==> config.mk <==
export PLATFORM = sky130hd
export DESIGN_NAME = mem_port_arbiter_flat
export DESIGN_NICKNAME = d
export VERILOG_FILES = /design/src/rtl/mem_port_arbiter_pkg.sv /design/src/rtl/mem_port_arbiter_if.sv /design/src/rtl/mem_port_arbiter_starve_cnt.sv /design/src/rtl/mem_port_arbiter.sv /design/src/flat_wrapper.sv
export SDC_FILE = /design/constraint.sdc
export NUM_CORES = 1
export LEC_CHECK = 0
export ABC_AREA = 1
export BUFFER_PORTS_ARGS = -buffer_cell sky130_fd_sc_hd__buf_2
export CAP_MARGIN = 40
export CORE_UTILIZATION = 44
export CTS_BUF_LIST = sky130_fd_sc_hd__clkbuf_4 sky130_fd_sc_hd__clkbuf_8 sky130_fd_sc_hd__clkbuf_16
export CTS_CLUSTER_DIAMETER = 100
export DETAILED_ROUTE_END_ITERATION = 8
export PLACE_DENSITY = 0.87
export SLEW_MARGIN = 10
export SYNTH_ARGS = -nofsm -noshare
export SYNTH_HDL_FRONTEND = slang
export SYNTH_SLANG_ARGS = --single-unit
export TNS_END_PERCENT = 30
==> constraint.sdc <==
create_clock -name clk -period 4.97 [get_ports clk]
set_input_delay 0.2485 -clock clk [delete_from_list [all_inputs] [get_ports clk]]
set_output_delay 0.2485 -clock clk [all_outputs]
set_load 0.02 [all_outputs]
==> src/rtl/mem_port_arbiter_pkg.sv <==
// Shared types and constants for the IF/DM single-port memory arbiter.
package mem_arb_pkg;

  // Arbiter FSM states; the ack cycle is spent in ST_IDLE.
  typedef enum logic [1:0] {
    ST_IDLE    = 2'd0,
    ST_BUSY_IF = 2'd1,
    ST_BUSY_DM = 2'd2
  } arb_state_t;

  // Access length encodings (bytes-1).
  localparam logic [1:0] LEN_BYTE = 2'd0;
  localparam logic [1:0] LEN_HALF = 2'd1;
  localparam logic [1:0] LEN_WORD = 2'd3;

  // Owner of a grant decided in IDLE.
  typedef enum logic [1:0] {
    OWN_NONE = 2'd0,
    OWN_IF   = 2'd1,
    OWN_DM   = 2'd2
  } owner_t;

  // DM has priority unless IF has been starved up to the limit.
  function automatic owner_t pick_owner(input logic if_elig,
                                        input logic dm_elig,
                                        input logic at_limit);
    owner_t own;
    own = OWN_NONE;
    if (dm_elig && !(if_elig && at_limit)) begin
      own = OWN_DM;
    end else if (if_elig) begin
      own = OWN_IF;
    end
    return own;
  endfunction

endpackage

==> src/rtl/mem_port_arbiter_if.sv <==
// Bundle of the IF request, DM request and shared memory port signals.
// slave: the arbiter's view; master: requesters plus memory model.
interface mem_port_arbiter_if #(
  parameter int MADDR_L = 32,
  parameter int DATA_L  = 32
);
  // instruction fetch side
  logic               if_req;
  logic [MADDR_L-1:0] if_addr;
  logic [1:0]         if_len;
  logic               if_ack;
  logic [DATA_L-1:0]  if_data;
  logic               purge;
  // data memory side
  logic               dm_req;
  logic               dm_we;
  logic [MADDR_L-1:0] dm_addr;
  logic [1:0]         dm_len;
  logic [DATA_L-1:0]  dm_wdata;
  logic               dm_ack;
  logic [DATA_L-1:0]  dm_rdata;
  // shared memory port
  logic [MADDR_L-1:0] mem_addr;
  logic [1:0]         mem_len;
  logic [DATA_L-1:0]  mem_wdata;
  logic               mem_re;
  logic               mem_we;
  logic [DATA_L-1:0]  mem_rdata;
  logic               mem_done;

  modport slave (
    input  if_req, if_addr, if_len, purge,
    input  dm_req, dm_we, dm_addr, dm_len, dm_wdata,
    input  mem_rdata, mem_done,
    output if_ack, if_data, dm_ack, dm_rdata,
    output mem_addr, mem_len, mem_wdata, mem_re, mem_we
  );

  modport master (
    output if_req, if_addr, if_len, purge,
    output dm_req, dm_we, dm_addr, dm_len, dm_wdata,
    output mem_rdata, mem_done,
    input  if_ack, if_data, dm_ack, dm_rdata,
    input  mem_addr, mem_len, mem_wdata, mem_re, mem_we
  );
endinterface

==> src/rtl/mem_port_arbiter_starve_cnt.sv <==
// Saturating count of consecutive DM grants taken while IF was waiting.
module arb_starve_cnt #(
  parameter int unsigned LIMIT = 4
) (
  input  logic clk,
  input  logic rst,
  input  logic clr,
  input  logic inc,
  output logic at_limit
);
  localparam logic [3:0] LIM = LIMIT[3:0];

  logic [3:0] cnt_reg;

  // Clear wins over increment; the count never passes the limit.
  always_ff @(posedge clk or posedge rst) begin
    if (rst) begin
      cnt_reg <= 4'd0;
    end else if (clr) begin
      cnt_reg <= 4'd0;
    end else if (inc && (cnt_reg < LIM)) begin
      cnt_reg <= cnt_reg + 4'd1;
    end
  end

  assign at_limit = (cnt_reg == LIM);
endmodule

==> src/rtl/mem_port_arbiter.sv <==
// Single-port memory arbiter between instruction fetch and data memory.
// All outputs are registered; acks are one-cycle pulses after mem_done.
module mem_port_arbiter
  import mem_arb_pkg::*;
#(
  parameter int MADDR_L    = 32,
  parameter int DATA_L     = 32,
  parameter int STARVE_MAX = 4
) (
  input logic                clk,
  input logic                rst,
  mem_port_arbiter_if.slave  bus
);
  arb_state_t         state_reg, state_next;
  logic               kill_reg, kill_next;
  logic               if_ack_reg, if_ack_next;
  logic               dm_ack_reg, dm_ack_next;
  logic [DATA_L-1:0]  if_data_reg, if_data_next;
  logic [DATA_L-1:0]  dm_rdata_reg, dm_rdata_next;
  logic [MADDR_L-1:0] mem_addr_reg, mem_addr_next;
  logic [1:0]         mem_len_reg, mem_len_next;
  logic [DATA_L-1:0]  mem_wdata_reg, mem_wdata_next;
  logic               mem_re_reg, mem_re_next;
  logic               mem_we_reg, mem_we_next;

  logic   if_elig, dm_elig;
  logic   streak_inc, streak_clr, at_limit;
  owner_t owner;

  // A request is only eligible while its own ack is low; purge hides IF.
  assign if_elig = bus.if_req && !if_ack_reg && !bus.purge;
  assign dm_elig = bus.dm_req && !dm_ack_reg;
  assign owner   = pick_owner(if_elig, dm_elig, at_limit);

  arb_starve_cnt #(
    .LIMIT (STARVE_MAX)
  ) u_starve (
    .clk      (clk),
    .rst      (rst),
    .clr      (streak_clr),
    .inc      (streak_inc),
    .at_limit (at_limit)
  );

  // Next-state and next-output logic for the arbitration FSM.
  always_comb begin
    state_next     = state_reg;
    kill_next      = kill_reg;
    if_ack_next    = 1'b0;
    dm_ack_next    = 1'b0;
    if_data_next   = if_data_reg;
    dm_rdata_next  = dm_rdata_reg;
    mem_addr_next  = mem_addr_reg;
    mem_len_next   = mem_len_reg;
    mem_wdata_next = mem_wdata_reg;
    mem_re_next    = mem_re_reg;
    mem_we_next    = mem_we_reg;
    streak_inc     = 1'b0;
    streak_clr     = 1'b0;

    case (state_reg)
      ST_IDLE: begin
        kill_next  = 1'b0;
        streak_clr = !bus.if_req;
        if (owner == OWN_DM) begin
          mem_addr_next  = bus.dm_addr;
          mem_len_next   = bus.dm_len;
          mem_wdata_next = bus.dm_wdata;
          mem_re_next    = !bus.dm_we;
          mem_we_next    = bus.dm_we;
          streak_inc     = if_elig;
          state_next     = ST_BUSY_DM;
        end else if (owner == OWN_IF) begin
          mem_addr_next  = bus.if_addr;
          mem_len_next   = bus.if_len;
          mem_wdata_next = '0;
          mem_re_next    = 1'b1;
          mem_we_next    = 1'b0;
          streak_clr     = 1'b1;
          state_next     = ST_BUSY_IF;
        end
      end

      ST_BUSY_IF: begin
        if (bus.purge) begin
          kill_next = 1'b1;
        end
        if (bus.mem_done) begin
          mem_re_next = 1'b0;
          mem_we_next = 1'b0;
          // A killed fetch finishes on the memory side but is never delivered.
          if (!kill_reg && !bus.purge) begin
            if_data_next = bus.mem_rdata;
            if_ack_next  = 1'b1;
          end
          kill_next  = 1'b0;
          state_next = ST_IDLE;
        end
      end

      ST_BUSY_DM: begin
        if (bus.mem_done) begin
          mem_re_next = 1'b0;
          mem_we_next = 1'b0;
          if (!mem_we_reg) begin
            dm_rdata_next = bus.mem_rdata;
          end
          dm_ack_next = 1'b1;
          state_next  = ST_IDLE;
        end
      end

      default: begin
        state_next = ST_IDLE;
      end
    endcase
  end

  // State and registered outputs; reset abandons any transaction.
  always_ff @(posedge clk or posedge rst) begin
    if (rst) begin
      state_reg     <= ST_IDLE;
      kill_reg      <= 1'b0;
      if_ack_reg    <= 1'b0;
      dm_ack_reg    <= 1'b0;
      if_data_reg   <= '0;
      dm_rdata_reg  <= '0;
      mem_addr_reg  <= '0;
      mem_len_reg   <= '0;
      mem_wdata_reg <= '0;
      mem_re_reg    <= 1'b0;
      mem_we_reg    <= 1'b0;
    end else begin
      state_reg     <= state_next;
      kill_reg      <= kill_next;
      if_ack_reg    <= if_ack_next;
      dm_ack_reg    <= dm_ack_next;
      if_data_reg   <= if_data_next;
      dm_rdata_reg  <= dm_rdata_next;
      mem_addr_reg  <= mem_addr_next;
      mem_len_reg   <= mem_len_next;
      mem_wdata_reg <= mem_wdata_next;
      mem_re_reg    <= mem_re_next;
      mem_we_reg    <= mem_we_next;
    end
  end

  assign bus.if_ack    = if_ack_reg;
  assign bus.if_data   = if_data_reg;
  assign bus.dm_ack    = dm_ack_reg;
  assign bus.dm_rdata  = dm_rdata_reg;
  assign bus.mem_addr  = mem_addr_reg;
  assign bus.mem_len   = mem_len_reg;
  assign bus.mem_wdata = mem_wdata_reg;
  assign bus.mem_re    = mem_re_reg;
  assign bus.mem_we    = mem_we_reg;
endmodule

==> src/flat_wrapper.sv <==
// flat-port wrapper written by rule: the top's interface ports become plain ports
module mem_port_arbiter_flat import mem_arb_pkg::*;
#(
  parameter int MADDR_L    = 32,
  parameter int DATA_L     = 32,
  parameter int STARVE_MAX = 4
)
  (clk, rst, bus_if_req, bus_if_addr, bus_if_len, bus_purge, bus_dm_req, bus_dm_we, bus_dm_addr, bus_dm_len, bus_dm_wdata, bus_mem_rdata, bus_mem_done, bus_if_ack, bus_if_data, bus_dm_ack, bus_dm_rdata, bus_mem_addr, bus_mem_len, bus_mem_wdata, bus_mem_re, bus_mem_we);
  mem_port_arbiter_if #(.MADDR_L(MADDR_L), .DATA_L(DATA_L)) bus_i ();
  input logic clk;
  input logic rst;
  input wire logic [$bits(bus_i.if_req)-1:0] bus_if_req;
  input wire logic [$bits(bus_i.if_addr)-1:0] bus_if_addr;
  input wire logic [$bits(bus_i.if_len)-1:0] bus_if_len;
  input wire logic [$bits(bus_i.purge)-1:0] bus_purge;
  input wire logic [$bits(bus_i.dm_req)-1:0] bus_dm_req;
  input wire logic [$bits(bus_i.dm_we)-1:0] bus_dm_we;
  input wire logic [$bits(bus_i.dm_addr)-1:0] bus_dm_addr;
  input wire logic [$bits(bus_i.dm_len)-1:0] bus_dm_len;
  input wire logic [$bits(bus_i.dm_wdata)-1:0] bus_dm_wdata;
  input wire logic [$bits(bus_i.mem_rdata)-1:0] bus_mem_rdata;
  input wire logic [$bits(bus_i.mem_done)-1:0] bus_mem_done;
  output wire logic [$bits(bus_i.if_ack)-1:0] bus_if_ack;
  output wire logic [$bits(bus_i.if_data)-1:0] bus_if_data;
  output wire logic [$bits(bus_i.dm_ack)-1:0] bus_dm_ack;
  output wire logic [$bits(bus_i.dm_rdata)-1:0] bus_dm_rdata;
  output wire logic [$bits(bus_i.mem_addr)-1:0] bus_mem_addr;
  output wire logic [$bits(bus_i.mem_len)-1:0] bus_mem_len;
  output wire logic [$bits(bus_i.mem_wdata)-1:0] bus_mem_wdata;
  output wire logic [$bits(bus_i.mem_re)-1:0] bus_mem_re;
  output wire logic [$bits(bus_i.mem_we)-1:0] bus_mem_we;
  assign bus_i.if_req = bus_if_req;
  assign bus_i.if_addr = bus_if_addr;
  assign bus_i.if_len = bus_if_len;
  assign bus_i.purge = bus_purge;
  assign bus_i.dm_req = bus_dm_req;
  assign bus_i.dm_we = bus_dm_we;
  assign bus_i.dm_addr = bus_dm_addr;
  assign bus_i.dm_len = bus_dm_len;
  assign bus_i.dm_wdata = bus_dm_wdata;
  assign bus_i.mem_rdata = bus_mem_rdata;
  assign bus_i.mem_done = bus_mem_done;
  assign bus_if_ack = bus_i.if_ack;
  assign bus_if_data = bus_i.if_data;
  assign bus_dm_ack = bus_i.dm_ack;
  assign bus_dm_rdata = bus_i.dm_rdata;
  assign bus_mem_addr = bus_i.mem_addr;
  assign bus_mem_len = bus_i.mem_len;
  assign bus_mem_wdata = bus_i.mem_wdata;
  assign bus_mem_re = bus_i.mem_re;
  assign bus_mem_we = bus_i.mem_we;
  mem_port_arbiter #(.MADDR_L(MADDR_L), .DATA_L(DATA_L), .STARVE_MAX(STARVE_MAX)) u_core (.clk(clk), .rst(rst), .bus(bus_i));
endmodule
==> flow_metrics.tcl <==
set metrics [dict create \
    cts_hold_buffers 0 \
    wl_per_cell_um 13.59 \
    routed_wl_mm 14.86 \
    grt_antenna_before_repair 0 \
    cts_buffer_depth 2 \
    cts_num_sinks 141 \
    io_buffers 272 \
    initial_core_util_pct 45.42 \
    power.internal_mw 3.312 \
    post_cts_buffers 0 \
    crit_chain "nor2_2, buf_4, nand2_2, nor2_2, buf_8, nand2_1, nand2_1" \
    arrival_ns 2.77 \
    tritoncts "built" \
    hold_viol_final 34 \
    grt_pass1_wl_mm 22.51 \
    slew_headroom_pct 49.09 \
    syn_area_mm2 0.005778 \
    crit_type "flip-flop to flip-flop" \
    end_kind "flip-flop" \
    dr.pass1.iters 8 \
    ios 273 \
    dr_total_vias 5327 \
    synth_area_per_cell_um2 8.917 \
    start_kind "flip-flop" \
    grt_max_degree 87 \
    nNetsFinal 1054 \
    core_mm2 0.01272 \
    yosysWarnings 0 \
    path_buf_inv 2 \
    min_period_ns 2.423 \
    drtAntennaViolNets 0 \
    clk_latency_ns 0.41 \
    hp-class "input port to async pin" \
    ys_types 22 \
    fillCellCount 1058 \
    ys_seq_area_share_pct 61.07 \
    ys_ff_latch 141 \
    drive_gt1_share_pct 34.85 \
    p_sw_mw 2.171 \
    violations "negative hold slack" \
    antenna_cells 0 \
    die_y_um 116.6 \
    root_buffer "clkbuf_16" \
    place_ws_ns 2.556 \
    num_rows 41 \
    cts_resized 0 \
    grt.total_usage_pct 21.63 \
    max_freq_mhz 412.7 \
    routed_via_density 4.874 \
    numCtsBuffers 17 \
    power_density_mw_per_mm2 689.4 \
    setup_viol 0 \
    postSynthCellCount 648 \
    crit_family "simple AND/OR/NAND/NOR gates" \
    slew_violations 0 \
    rsz0062_at_grt "false" \
    skew_ns 0.008174 \
    min_period_over_period_pct 48.75 \
    grt_overflow 0 \
    pwr-share-clk_pct 25.3 \
    critPathRequiredTime_ns 5.32 \
    power_frac_seq_pct 35.5 \
    cp_max_fo 41 \
    syn-num-nets 793 \
    status "finished with violations" \
    pwr-share-comb_pct 39.1 \
    path_clk_slew_ns 0.06 \
    cp_slowest_stage_delay_ns 0.56 \
    die_x_um 116.6 \
    drtIter0Drc 437 \
    htreeDepth 4 \
    p_total_mw 5.482 \
    p_leak_nw 4.432 \
    dieArea_mm2 0.01359 \
    tns_ns 0 \
    slowest_stage "nor2_2" \
    ir_worst_vdd_mv 0.3752 \
    swShare_pct 39.60 \
    place.gp.congestion 0.8050 \
    cap_viol_max_count 0 \
    route.detailed.drc 0 \
    tightestPinTransition_ns 0.7636 \
    hold_ws_ns -0.03316 \
    grt_pass1_vias 4868 \
    hpwl_mm 10.69 \
    syn2layout_area_growth_pct 37.64 \
    fin_ws_ns 2.547 \
]
worst reg2reg max path, cell delays in order (launching register included):
cell and delay (ns):
dfrtp_1 0.38, nor2_2 0.10, buf_4 0.39, nand2_2 0.53, nor2_2 0.57, buf_8 0.25, nand2_1 0.08, nand2_1 0.07
kinds of logic after synthesis:
logic type / synth area share [%]
flops: 61.07
fa+ha+maj: 1.299
simple gates: 21.37
compound gates: 10.07
buf+inv: 6.193
final timing paths:
path | start | to | slack [ns] | cells after the start
worst max-delay path | u_core.bus.dm_ack | u_core.bus.mem_wdata[16] | 2.55 | 7
worst min register to register | u_core.bus.mem_wdata[14] | u_core.bus.mem_wdata[14] | 0.48 | 2
worst max register to register | u_core.bus.dm_ack | u_core.bus.mem_wdata[16] | 2.55 | 7
max in group asynchronous | rst | u_core.bus.if_data[0] | 3.76 | 3
min in group clk | bus_dm_wdata[1] | u_core.bus.mem_wdata[1] | 0.03 | 3
worst min-delay path | rst | u_core.bus.mem_wdata[1] | -0.03 | 2
Yosys cell counts:
cell type,n,area (µm²)
o21ai_1,1,5.000
nor2_1,40,150.1
or2_2,2,12.51
nand4_1,3,18.77
nand3b_1,1,7.510
o21ai_0,66,330.3
a31oi_1,34,212.7
nor2_2,2,12.51
inv_2,2,7.510
nand2_2,1,6.260
a21oi_4,1,16.27
buf_1,2,7.510
a21oi_1,2,10.01
o21bai_1,1,7.510
ha_1,6,75.07
buf_2,22,110.1
inv_1,48,180.2
clkbuf_1,14,52.55
nand3_1,43,215.2
nand2_1,215,807.0
dfrtp_1,141,3528
nor3_1,1,5.000
metal layers:
metal	wire [µm]	global-route usage (%)	vias up
li1	-	-	2597
met1	6039	25.38	2448
met2	7335	36.92	253
met3	1239	6.850	29
met4	244	8.523	0
met5	0	0	-
through the flow:
stage | utilization (%) | cells | cell area [µm²]
5_1_grt | 62.51 | 1093 | 7953
2_1_floorplan | - | 648 | 5778
6_report | 62.51 | 1093 | 7953
4_1_cts | 62.51 | 1093 | 7953
3_3_place_gp | 56.77 | 1058 | 7222
3_5_place_dp | 57.36 | 1062 | 7297
placed cells by master (no fill, tap or decap), types with 2 or more instances in the layout:
master,instances
buf_2,272
nand2_1,214
dfrtp_1,141
o21ai_0,66
inv_1,47
nand3_1,43
nor2_1,40
a31oi_1,34
clkbuf_16,17
ha_1,6
bufinv_16,5
buf_4,4
nand4_1,3
clkbuf_8,3
clkinv_2,3
buf_12,3
a21oi_1,2
nand2_2,2
nor2_2,2
inv_2,2
or2_2,2
clkinvlp_4,2
final cells by class:
type                            instances  area (µm²)  area share (%)
Sequential cell                       141        3528           44.37
Multi-Input combinational cell        419        1894           23.82
Timing Repair Buffer                  280        1466           18.44
Clock buffer                           20       466.7           5.868
Tap cell                              172       215.2           2.706
Inverter                               50       192.7           2.423
Clock inverter                         11       188.9           2.376
power by group through the flow:
stage          Sequential [mW]  Clock, mW  Combinational (mW)
2_1_floorplan             2.56          0               0.746
6_report                  1.95       1.39                2.14
4_1_cts                   1.94       1.41                2.16
3_3_place_gp              1.95          0                2.07
5_1_grt                   2.01       1.47                2.37
3_5_place_dp              1.95          0                2.17
Power figures use the tool's default switching activity.
